$ cat src/rtl/alu_uop_issue.sv
// alu_uop_issue: single-issue micro-op sequencer in front of an external
// combinational ALU. Holds the register file and the status register, reads
// operands on accept, presents them for one EXEC and one WB cycle, then
// writes the ALU result back according to the opcode class.
module alu_uop_issue #(
    parameter int NREG = 16
) (
    input  logic        clk,
    input  logic        rst_n,
    input  logic        req_valid,
    output logic        req_ready,
    input  logic [4:0]  req_op,
    input  logic [3:0]  req_rn,
    input  logic [3:0]  req_rm,
    input  logic        req_useimm,
    input  logic [31:0] req_imm,
    output logic [4:0]  alu_op,
    output logic [31:0] alu_srca,
    output logic [31:0] alu_srcb,
    output logic [3:0]  alu_sri,
    input  logic [31:0] alu_dst,
    input  logic [3:0]  alu_sro,
    output logic [3:0]  sr,
    output logic        done,
    output logic        err,
    input  logic [3:0]  dbg_idx,
    output logic [31:0] dbg_data
);

    typedef enum logic [1:0] {
        IDLE = 2'd0,
        EXEC = 2'd1,
        WB   = 2'd2
    } state_t;

    state_t      state_q, state_d;
    logic [4:0]  op_q, op_d;
    logic [3:0]  rn_q, rn_d;
    logic [31:0] srca_q, srca_d;
    logic [31:0] srcb_q, srcb_d;
    logic [3:0]  sri_q, sri_d;
    logic [3:0]  sr_q, sr_d;
    logic        err_q, err_d;
    logic [31:0] regs_q [NREG];
    logic [31:0] regs_d [NREG];

    logic wr_reg, wr_sr, illegal;

    // Opcode classes for writeback; op 0x00 falls in none of them.
    assign wr_reg  = op_q inside {[5'h01:5'h09], [5'h14:5'h17]};
    assign wr_sr   = wr_reg || (op_q inside {5'h18, [5'h1B:5'h1F]});
    assign illegal = op_q inside {[5'h0A:5'h13], 5'h19, 5'h1A};

    // Next-state, operand capture on accept, and writeback on leaving WB.
    always_comb begin
        state_d = state_q;
        op_d    = op_q;
        rn_d    = rn_q;
        srca_d  = srca_q;
        srcb_d  = srcb_q;
        sri_d   = sri_q;
        sr_d    = sr_q;
        err_d   = err_q;
        regs_d  = regs_q;
        case (state_q)
            IDLE: begin
                if (req_valid) begin
                    state_d = EXEC;
                    op_d    = req_op;
                    rn_d    = req_rn;
                    // Both sources read the pre-writeback file, so rn==rm is safe.
                    srca_d  = regs_q[req_rn];
                    srcb_d  = req_useimm ? req_imm : regs_q[req_rm];
                    sri_d   = sr_q;
                end
            end
            EXEC: state_d = WB;
            WB: begin
                state_d = IDLE;
                if (wr_reg)  regs_d[rn_q] = alu_dst;
                if (wr_sr)   sr_d = alu_sro;
                if (illegal) err_d = 1'b1;
                // ALU-facing outputs return to zero while idle.
                op_d   = '0;
                rn_d   = '0;
                srca_d = '0;
                srcb_d = '0;
                sri_d  = '0;
            end
            default: state_d = IDLE;
        endcase
    end

    // State registers; reset aborts any micro-op in flight.
    always_ff @(posedge clk or negedge rst_n) begin
        if (!rst_n) begin
            state_q <= IDLE;
            op_q    <= '0;
            rn_q    <= '0;
            srca_q  <= '0;
            srcb_q  <= '0;
            sri_q   <= '0;
            sr_q    <= '0;
            err_q   <= 1'b0;
            for (int i = 0; i < NREG; i++) regs_q[i] <= '0;
        end else begin
            state_q <= state_d;
            op_q    <= op_d;
            rn_q    <= rn_d;
            srca_q  <= srca_d;
            srcb_q  <= srcb_d;
            sri_q   <= sri_d;
            sr_q    <= sr_d;
            err_q   <= err_d;
            regs_q  <= regs_d;
        end
    end

    assign req_ready = (state_q == IDLE);
    assign done      = (state_q == WB);
    assign alu_op    = op_q;
    assign alu_srca  = srca_q;
    assign alu_srcb  = srcb_q;
    assign alu_sri   = sri_q;
    assign sr        = sr_q;
    assign err       = err_q;
    assign dbg_data  = regs_q[dbg_idx];

endmodule

$ cat config.mk
export PLATFORM = sky130hd
export DESIGN_NAME = alu_uop_issue
export DESIGN_NICKNAME = d
export VERILOG_FILES = /design/src/rtl/alu_uop_issue.sv
export SDC_FILE = /design/constraint.sdc
export NUM_CORES = 1
export LEC_CHECK = 0
export CAP_MARGIN = 20
export CELL_PAD_IN_SITES_DETAIL_PLACEMENT = 0
export CELL_PAD_IN_SITES_GLOBAL_PLACEMENT = 1
export CORE_MARGIN = 2
export CORE_UTILIZATION = 50
export DETAILED_ROUTE_END_ITERATION = 8
export PLACE_DENSITY = 0.83
export SYNTH_ARGS = -nofsm -noshare
export SYNTH_HDL_FRONTEND = slang
export SYNTH_SLANG_ARGS = --single-unit
$ cat constraint.sdc
create_clock -name clk -period 5.5 [get_ports clk]
set_input_delay 1.1 -clock clk [delete_from_list [all_inputs] [get_ports clk]]
set_output_delay 1.1 -clock clk [all_outputs]
set_load 0.03 [all_outputs]
==> out/metrics.csv <==
metric;value;unit
status;completed;
register_area;14900;sq um
grt_max_degree;121;
multi_input_area;18200;sq um
root_buffer;clkbuf_16;
clock_sinks;596;
syn_nets;2348;
synth-seq-cells;596;
grt_pass1_wl;160000;um
routed-via-count;23208;
place_area;36900;sq um
grt_usage;30.8;%
clkTransAtPathRegs;0.06;ns
synth_cells;2259;
arrival;3.66;ns
drtIter0Drc;2628;
startpoint_type;input pin;
design_area;39200;sq um
nFillCells;5100;
cellPowerDensity;436;nW/um^2
chipHeight;265;um
hold_viol;0;
synth_warnings;0;
setup_viol;0;
core;67400;sq um
cts_tree;yes;
viasPerCell;7.07;
min_period;4.76;ns
antenna_found_initial;6;
postCtsHoldBufs;0;
cp_max_fo;26;
syn_area;34200;sq um
maxCapViolations;0;
die_w;265;um
worst-setup-path-type;input pin to output port;
io_pins;201;
detail_route.wl_per_cell;32.6;um
layout_worst_path_cycle_share;86.6;%
die-area;70400;sq um
finalWeightedCongestion;0.869;
worstSkewPairLatency;0.61;ns
fin_worst_skew;0.0177;ns
yosys.cell_types.count;47;
drc_errors;0;
worstSetupEndpointType;output port;
grt_pass1_vias;23946;
min_path_type;flip-flop to flip-flop;
fin_setup_tns;0;ns
layout-area-overhead-vs-synth;14.9;%
std_cell_rows;95;
peakVddDrop;0.241;mV
dr.pass1.iters;5;
clockBufferDepth;3;
initial_core_util;50.7;%
hold_depth;1;
slew_violations;0;
cts_made_buffers;67;
cts_resized;0;
drt_wl_total;107000;um
cts_setup_buffers;0;
drive_gt1_share;40.1;%
io_buffers;200;
nets;2445;
synth_area_per_cell;15.1;sq um
final_cell_mix;dfrtp_1, mux2_2, mux4_2;
layout_commonest_cell;dfrtp_1;
maxSlewHeadroom;22.5;%
grt_remaining_overflow;0;
timing.fmax;210;MHz
dpl.hpwl;63400;um
leakagePower;16.0;nW
drtAntennaViolNets;0;
tightest_slew;1.16;ns
htree_levels;3;
synth-seq-area-share;43.7;%
worst_ep_required_time;4.40;ns
rsz0062_at_grt;false;
rr_worst_depth;6;
==> stage by stage <==
| stage | total power, mW | hold slack (ns) | setup slack [ns] | util, % | cells |
|---|---|---|---|---|---|
| 2_1_floorplan | 10.4 | 0.488 | 1.62 | - | 2259 |
| 3_3_place_gp | 12.0 | 0.476 | 0.745 | 54.7 | 3158 |
| 3_5_place_dp | 12.3 | 0.482 | 0.700 | 54.7 | 3159 |
| 4_1_cts | 17.1 | 0.500 | 0.699 | 58.2 | 3278 |
| 5_1_grt | 17.8 | 0.529 | 0.614 | 58.2 | 3281 |
| 6_report | 17.1 | 0.491 | 0.737 | 58.2 | 3281 |
==> worst paths after layout <==
path                                  from      endpoint  slack (ns)
worst max-delay path            dbg_idx[0]  dbg_data[16]        0.74
worst min-delay path                   err           err        0.49
worst max register to register   alu_op[3]    regs_q[62]        2.62
worst min register to register         err           err        0.49
max in group asynchronous            rst_n    alu_sri[1]        3.62
min in group asynchronous            rst_n    alu_sri[2]        0.55
==> cell type report <==
cell class	count	area share, %
diodes	2	0.0128
clock buffers	89	4.96
clock inverters	30	0.989
inverters	3	0.0287
multi-input cells	1424	46.4
flip-flops and latches	596	38.0
well taps	873	2.78
repair buffers	264	6.82
==> synth_stat cells (all sizes together) <==
| cell | n | area [sq um] |
|---|---|---|
| a211oi | 2 | 15.0 |
| or2 | 1 | 6.26 |
| nor3 | 2 | 10.0 |
| mux4 | 338 | 7610 |
| nand2 | 57 | 214 |
| or3 | 1 | 6.26 |
| and4bb | 1 | 12.5 |
| inv | 3 | 11.3 |
| nor2 | 14 | 52.6 |
| or3b | 1 | 8.76 |
| mux2i | 190 | 1900 |
| a221oi | 30 | 263 |
| buf | 127 | 726 |
| nand2b | 3 | 18.8 |
| a22oi | 104 | 781 |
| o221ai | 25 | 219 |
| a21oi | 1 | 5.00 |
| dfrtp | 596 | 14900 |
| a222oi | 8 | 80.1 |
| o21bai | 1 | 7.51 |
| clkbuf | 109 | 418 |
| a21o | 1 | 7.51 |
| o21ba | 1 | 10.0 |
| nor2b | 5 | 31.3 |
| nand3 | 11 | 70.1 |
| and4b | 1 | 10.0 |
| a22o | 12 | 105 |
| o21ai | 44 | 228 |
| mux2 | 556 | 6260 |
| or4b | 2 | 23.8 |
| nand3b | 1 | 7.51 |
| nand4b | 4 | 62.6 |
| and2 | 4 | 25.0 |
| nand4bb | 3 | 33.8 |
==> power breakdown <==
group          internal, mW  switching (mW)
Sequential             5.68            1.39
Clock                  2.91            1.88
Combinational          3.07            2.16
Total                  11.7            5.43
==> cell families after synthesis <==
logic type | Yosys count | share of synthesized area (%)
AO/OA/AOI/OAI | 229 | 5.04
buffers and inverters | 239 | 3.38
flip-flops | 596 | 43.7
multiplexers | 1084 | 46.2
AND/OR/NAND/NOR | 111 | 1.74
==> registers in the layout, indices dropped and copies added (netlist names) <==
name      count
sr            4
alu_op        5
state_q       2
alu_srcb     32
rn_q          4
err           1
regs_q      512
alu_sri       4
alu_srca     32
==> worst max-delay path: stages <==
cell and delay, ns:
clkbuf_8 0.27, buf_4 0.50, mux4_2 0.58, mux4_2 0.54, clkdlybuf4s50_1 0.63
==> routing by layer <==
layer,global-route usage [%],wire length [um],vias up
met5,0,41,-
met4,14.1,4730,6
met3,6.08,9330,278
met2,47.6,50400,1272
met1,42.4,42400,12418
li1,-,-,9234
Note: power is estimated with default switching activity, not from simulation.
==> RTL edit 1: new RTL, same settings <==
The parameter `NREG` goes from 16 to 32.
--- a/src/rtl/alu_uop_issue.sv
+++ b/src/rtl/alu_uop_issue.sv
@@ -5,3 +5,3 @@
 module alu_uop_issue #(
-    parameter int NREG = 16
+    parameter int NREG = 32
 ) (
Check against the original RTL: not settled (the Yosys comparison gave no result); the edit may change what the design does.
==> RTL edit 1 against the original RTL <==
Routed wire length is 5.0% lower. Sequential power down 3%. Area after synthesis fell by 0.39%. Clock power down 4%. Count of clock-buffer cells in the layout grew 15. Combinational power shrank 5.9%. Global-route usage down 1.4 points. Power is 4.1% lower. Sequential cell count did not move. Cell area down 0.58%. Worst setup slack improved by 0.056 ns. Largest cell class unchanged. Sequential share of layout area rose by 0.22 points.
==> RTL edit 1: results <==
group,metric,value,unit
power,vdd_drop_max,189.5,uV
global_route,antenna_found_initial,3,
layout,drive_gt1_frac,0.4752,
min_path,hold_depth,2,
yosys,yosys_warnings,0,
global_route,grtUsageMet3,0.05564,
routing,wirelength,101600,um
critical_path,crit_fanout,37,
routing,dr_total_vias,22700,
sta,fin_skew,0.02062,ns
yosys,yosys.area_share.adder,0,
routing,wl_met2,48690,um
clock_tree,cts_buffers,66,
power,combPwrFrac,0.300,
run_status,status,"finished, final reports clean",
global_route,grt_pass1_wl,153900,um
critical_path,r2r_cells,5,
layout,filler_cell_count,5049,
sta,worst_pin_slew,1.213,ns
global_route,use_met1,0.4027,
layout,multi_input_area,0.01810,mm2
power,leakagePower,16.49,nW
yosys,synth_xor_xnor_area_share,0,
yosys,synthTopCellsByCount,"dfrtp_1 (596), mux2_2 (565), mux4_2 (353)",
yosys,yosysSeqAreaShare,0.4383,
routing,initialDrtViolationCount,2225,
yosys,synth-compound-area-share,0.04865,
critical_path,cp_data_arrival_time,3.61,ns
yosys,async_flop_share,1.000,
layout,largest-register,"regs_q",
routing,routedLengthMet1,40480,um
yosys,synth_nets,2309,
placement,gp_congestion,0.8320,
yosys,synth_area_leaders,"dfrtp_1 (44%), mux4_2 (23%), mux2_2 (19%), mux2i_1 (3.8%), a22oi_1 (1.4%)",
global_route,grt_pass1_vias,23760,
placement,dpl_cell_area,0.03675,mm2
routing,top_layer_used,"met5",
clock_tree,cts-root-buf,"clkbuf_16",
yosys,synth_ff_type,"dfrtp_1",
power,clk-power,4.59,mW
global_route,grtUsageMet2,0.4636,
layout,nets,2401,
placement,hpwl,59350,um
clock_tree,clockBufferDepth,3,
yosys,synth_cell_types,49,
clock_tree,post_cts_buffers,0,
routing,wl_met3,8678,um
min_path,min_path_type,"reg -> reg",
clock_tree,insertion_delay,0.61,ns
global_route,gr-usage-all-layers,0.2931,
yosys,synth_mux_area_frac,0.4633,
placement,dpl_worst_slack,0.7861,ns
power,p_int,11.38,mW
RTL edit 1: cell count changes after synthesis, moves of 10 or more:
cell,delta
clkbuf_1,+17
mux2_2,+157
mux2_1,-133
o221ai_1,-24
mux2i_1,-62
o211ai_1,+32
mux4_2,+15
a22oi_1,-40
buf_4,+10
a222oi_1,+24
nor2_1,-12
nand2_1,+16
buf_2,-24
RTL edit 1: area by class of cell:
type                       instances  area share
antenna                            1  0.00006415
clock inverter                    13    0.003753
multi-input combinational       1388      0.4639
inverter                           4   0.0003849
tap                              873     0.02800
sequential                       596      0.3823
clock buffer                     104     0.05411
timing repair buffer             256     0.06745
RTL edit 1: final timing paths:
check                                    end        from  slack, ns
max in group asynchronous        regs_q[658]       rst_n       3.62
min in group asynchronous         alu_sri[2]       rst_n       0.55
worst min register to register           err         err       0.48
worst max-delay path            dbg_data[29]  dbg_idx[0]       0.79
worst min-delay path                     err         err       0.48
worst max register to register   regs_q[680]  state_q[1]       2.24
RTL edit 1: critical path: stages:
cell and delay [ns]:
clkbuf_8 0.37, buf_12 0.35, mux4_2 0.56, mux4_2 0.54
clkdlybuf4s50_1 0.62
RTL edit 1: through the flow:
stage               instances  power, mW
global route             3235      17.07
CTS                      3234      16.42
global placement         3117      11.59
finish                   3235      16.40
floorplan                2220      10.11
detailed placement       3117      11.81
RTL edit 1: cell families (layout without fill, tap and decap cells):
| family | Yosys count | after routing |
|---|---|---|
| flip-flops | 596 | 596 |
| other | 0 | 1 |
| AO/OA/AOI/OAI | 214 | 214 |
| multiplexers | 1061 | 1061 |
| AND/OR/NAND/NOR | 113 | 113 |
| buffers and inverters | 236 | 377 |
==> RTL edit 2: new RTL, same settings <==
Without the edit above. Make the reset (`rst_n`) synchronous in one clocked block.
--- a/src/rtl/alu_uop_issue.sv
+++ b/src/rtl/alu_uop_issue.sv
@@ -94,3 +94,3 @@
     // State registers; reset aborts any micro-op in flight.
-    always_ff @(posedge clk or negedge rst_n) begin
+    always_ff @(posedge clk) begin
         if (!rst_n) begin
Check against the original RTL: not settled (the Yosys comparison gave no result); the edit may change what the design does.
==> RTL edit 2 against the original RTL <==
Worst setup slack improved by 0.20 ns. Cell area decreased by 3.6%. Routed wire length rose by 4.3%. Sequential cell count stayed put. Area after synthesis down 2.9%. Critical path type unchanged. Largest cell class unchanged. Synthesized cell count rose by 34%.
Power is not compared: it rests on default switching activity, and its combinational part moved more than twofold at a synthesized area within 25%.
==> RTL edit 2: results <==
group,metric,value,unit
run_status,status,"finished, final reports clean",
sta,fin_skew,0.02052,ns
global_route,grt_pass1_wl,165200,um
routing,wl_per_cell,28.11,um
clock_tree,cts_buffers,68,
routing,first_pass_iters,6,
critical_path,timing.rr.end,"regs_q[430]",
global_route,grt_max_degree,135,
sta,hold_ws,0.4771,ns
yosys,synth_ff_type,"dfxtp_1",
critical_path,r2r_cells,5,
yosys,synth_nets,3127,
placement,dpl_worst_slack,0.9322,ns
routing,wirelength,111600,um
critical_path,reg2reg_slack,2.36,ns
routing,dr_total_vias,26760,
min_path,whs_endpoint,"alu_srca[25]",
global_route,antenna_found_initial,0,
placement,gp_congestion,0.8865,
yosys,yosysSeqAreaShare,0.3597,
min_path,hold_start,"alu_srca[25]",
yosys,synth_cell_types,43,
critical_path,cp_data_arrival_time,3.46,ns
yosys,async_flop_share,0,
sta,post-route-period-util,0.8298,
placement,dpl_cell_area,0.03555,mm2
min_path,hold_depth,2,
yosys,synthTopCellsByCount,"mux2i_1 (734), nand2_1 (617), dfxtp_1 (596)",
global_route,grt_pass1_vias,26420,
placement,placedCellCount,3851,
RTL edit 2: cell type report:
| class | instances | share of cell area |
|---|---|---|
| Tap cell | 864 | 0.02859 |
| Clock inverter | 27 | 0.008968 |
| Timing Repair Buffer | 257 | 0.06853 |
| Clock buffer | 91 | 0.05079 |
| Multi-Input combinational cell | 2099 | 0.5241 |
| Inverter | 35 | 0.003475 |
| Sequential cell | 596 | 0.3156 |
RTL edit 2: worst max path at each step:
stage / startpoint / end / depth (start not counted)
CTS: dbg_idx[0] / dbg_data[8] / 5
floorplan: dbg_idx[0] / dbg_data[0] / 4
detailed placement: dbg_idx[0] / dbg_data[8] / 5
global route: dbg_idx[0] / dbg_data[9] / 5
global placement: dbg_idx[0] / dbg_data[8] / 5
finish: dbg_idx[1] / dbg_data[28] / 5
RTL edit 2: power breakdown:
group | internal (mW) | switching (mW)
clock | 2.78 | 1.90
combinational | 0.309 | 0.573
sequential | 4.34 | 0.0316
total | 7.43 | 2.51
RTL edit 2: per-layer routing:
metal  track usage  wire, um  share of wire  vias up
li1              -         -              -    11280
met1        0.4284     43890           0.39    13440
met2        0.5097     51400           0.46     1710
met3       0.06020     11420           0.10      323
met4        0.1480      4868          0.044        0
met5             0         0              0        -
RTL edit 2: logic make-up (layout without fill, tap and decap cells):
family                    Yosys count  after routing  synth area share
AOI/OAI and AO/OA                 314            314           0.06589
xor gates and xnor gates            1              1         0.0002641
DFF                               596            596            0.3597
and+or+nand+nor                   730            730           0.09018
buffers and inverters             343            410           0.04530
muxes                            1054           1054            0.4387
RTL edit 2: worst max-delay path, cell delays in order:
cell             delay [ns]
buf_6                  0.45
buf_12                 0.36
mux4_2                 0.36
mux4_2                 0.53
clkdlybuf4s50_1        0.62
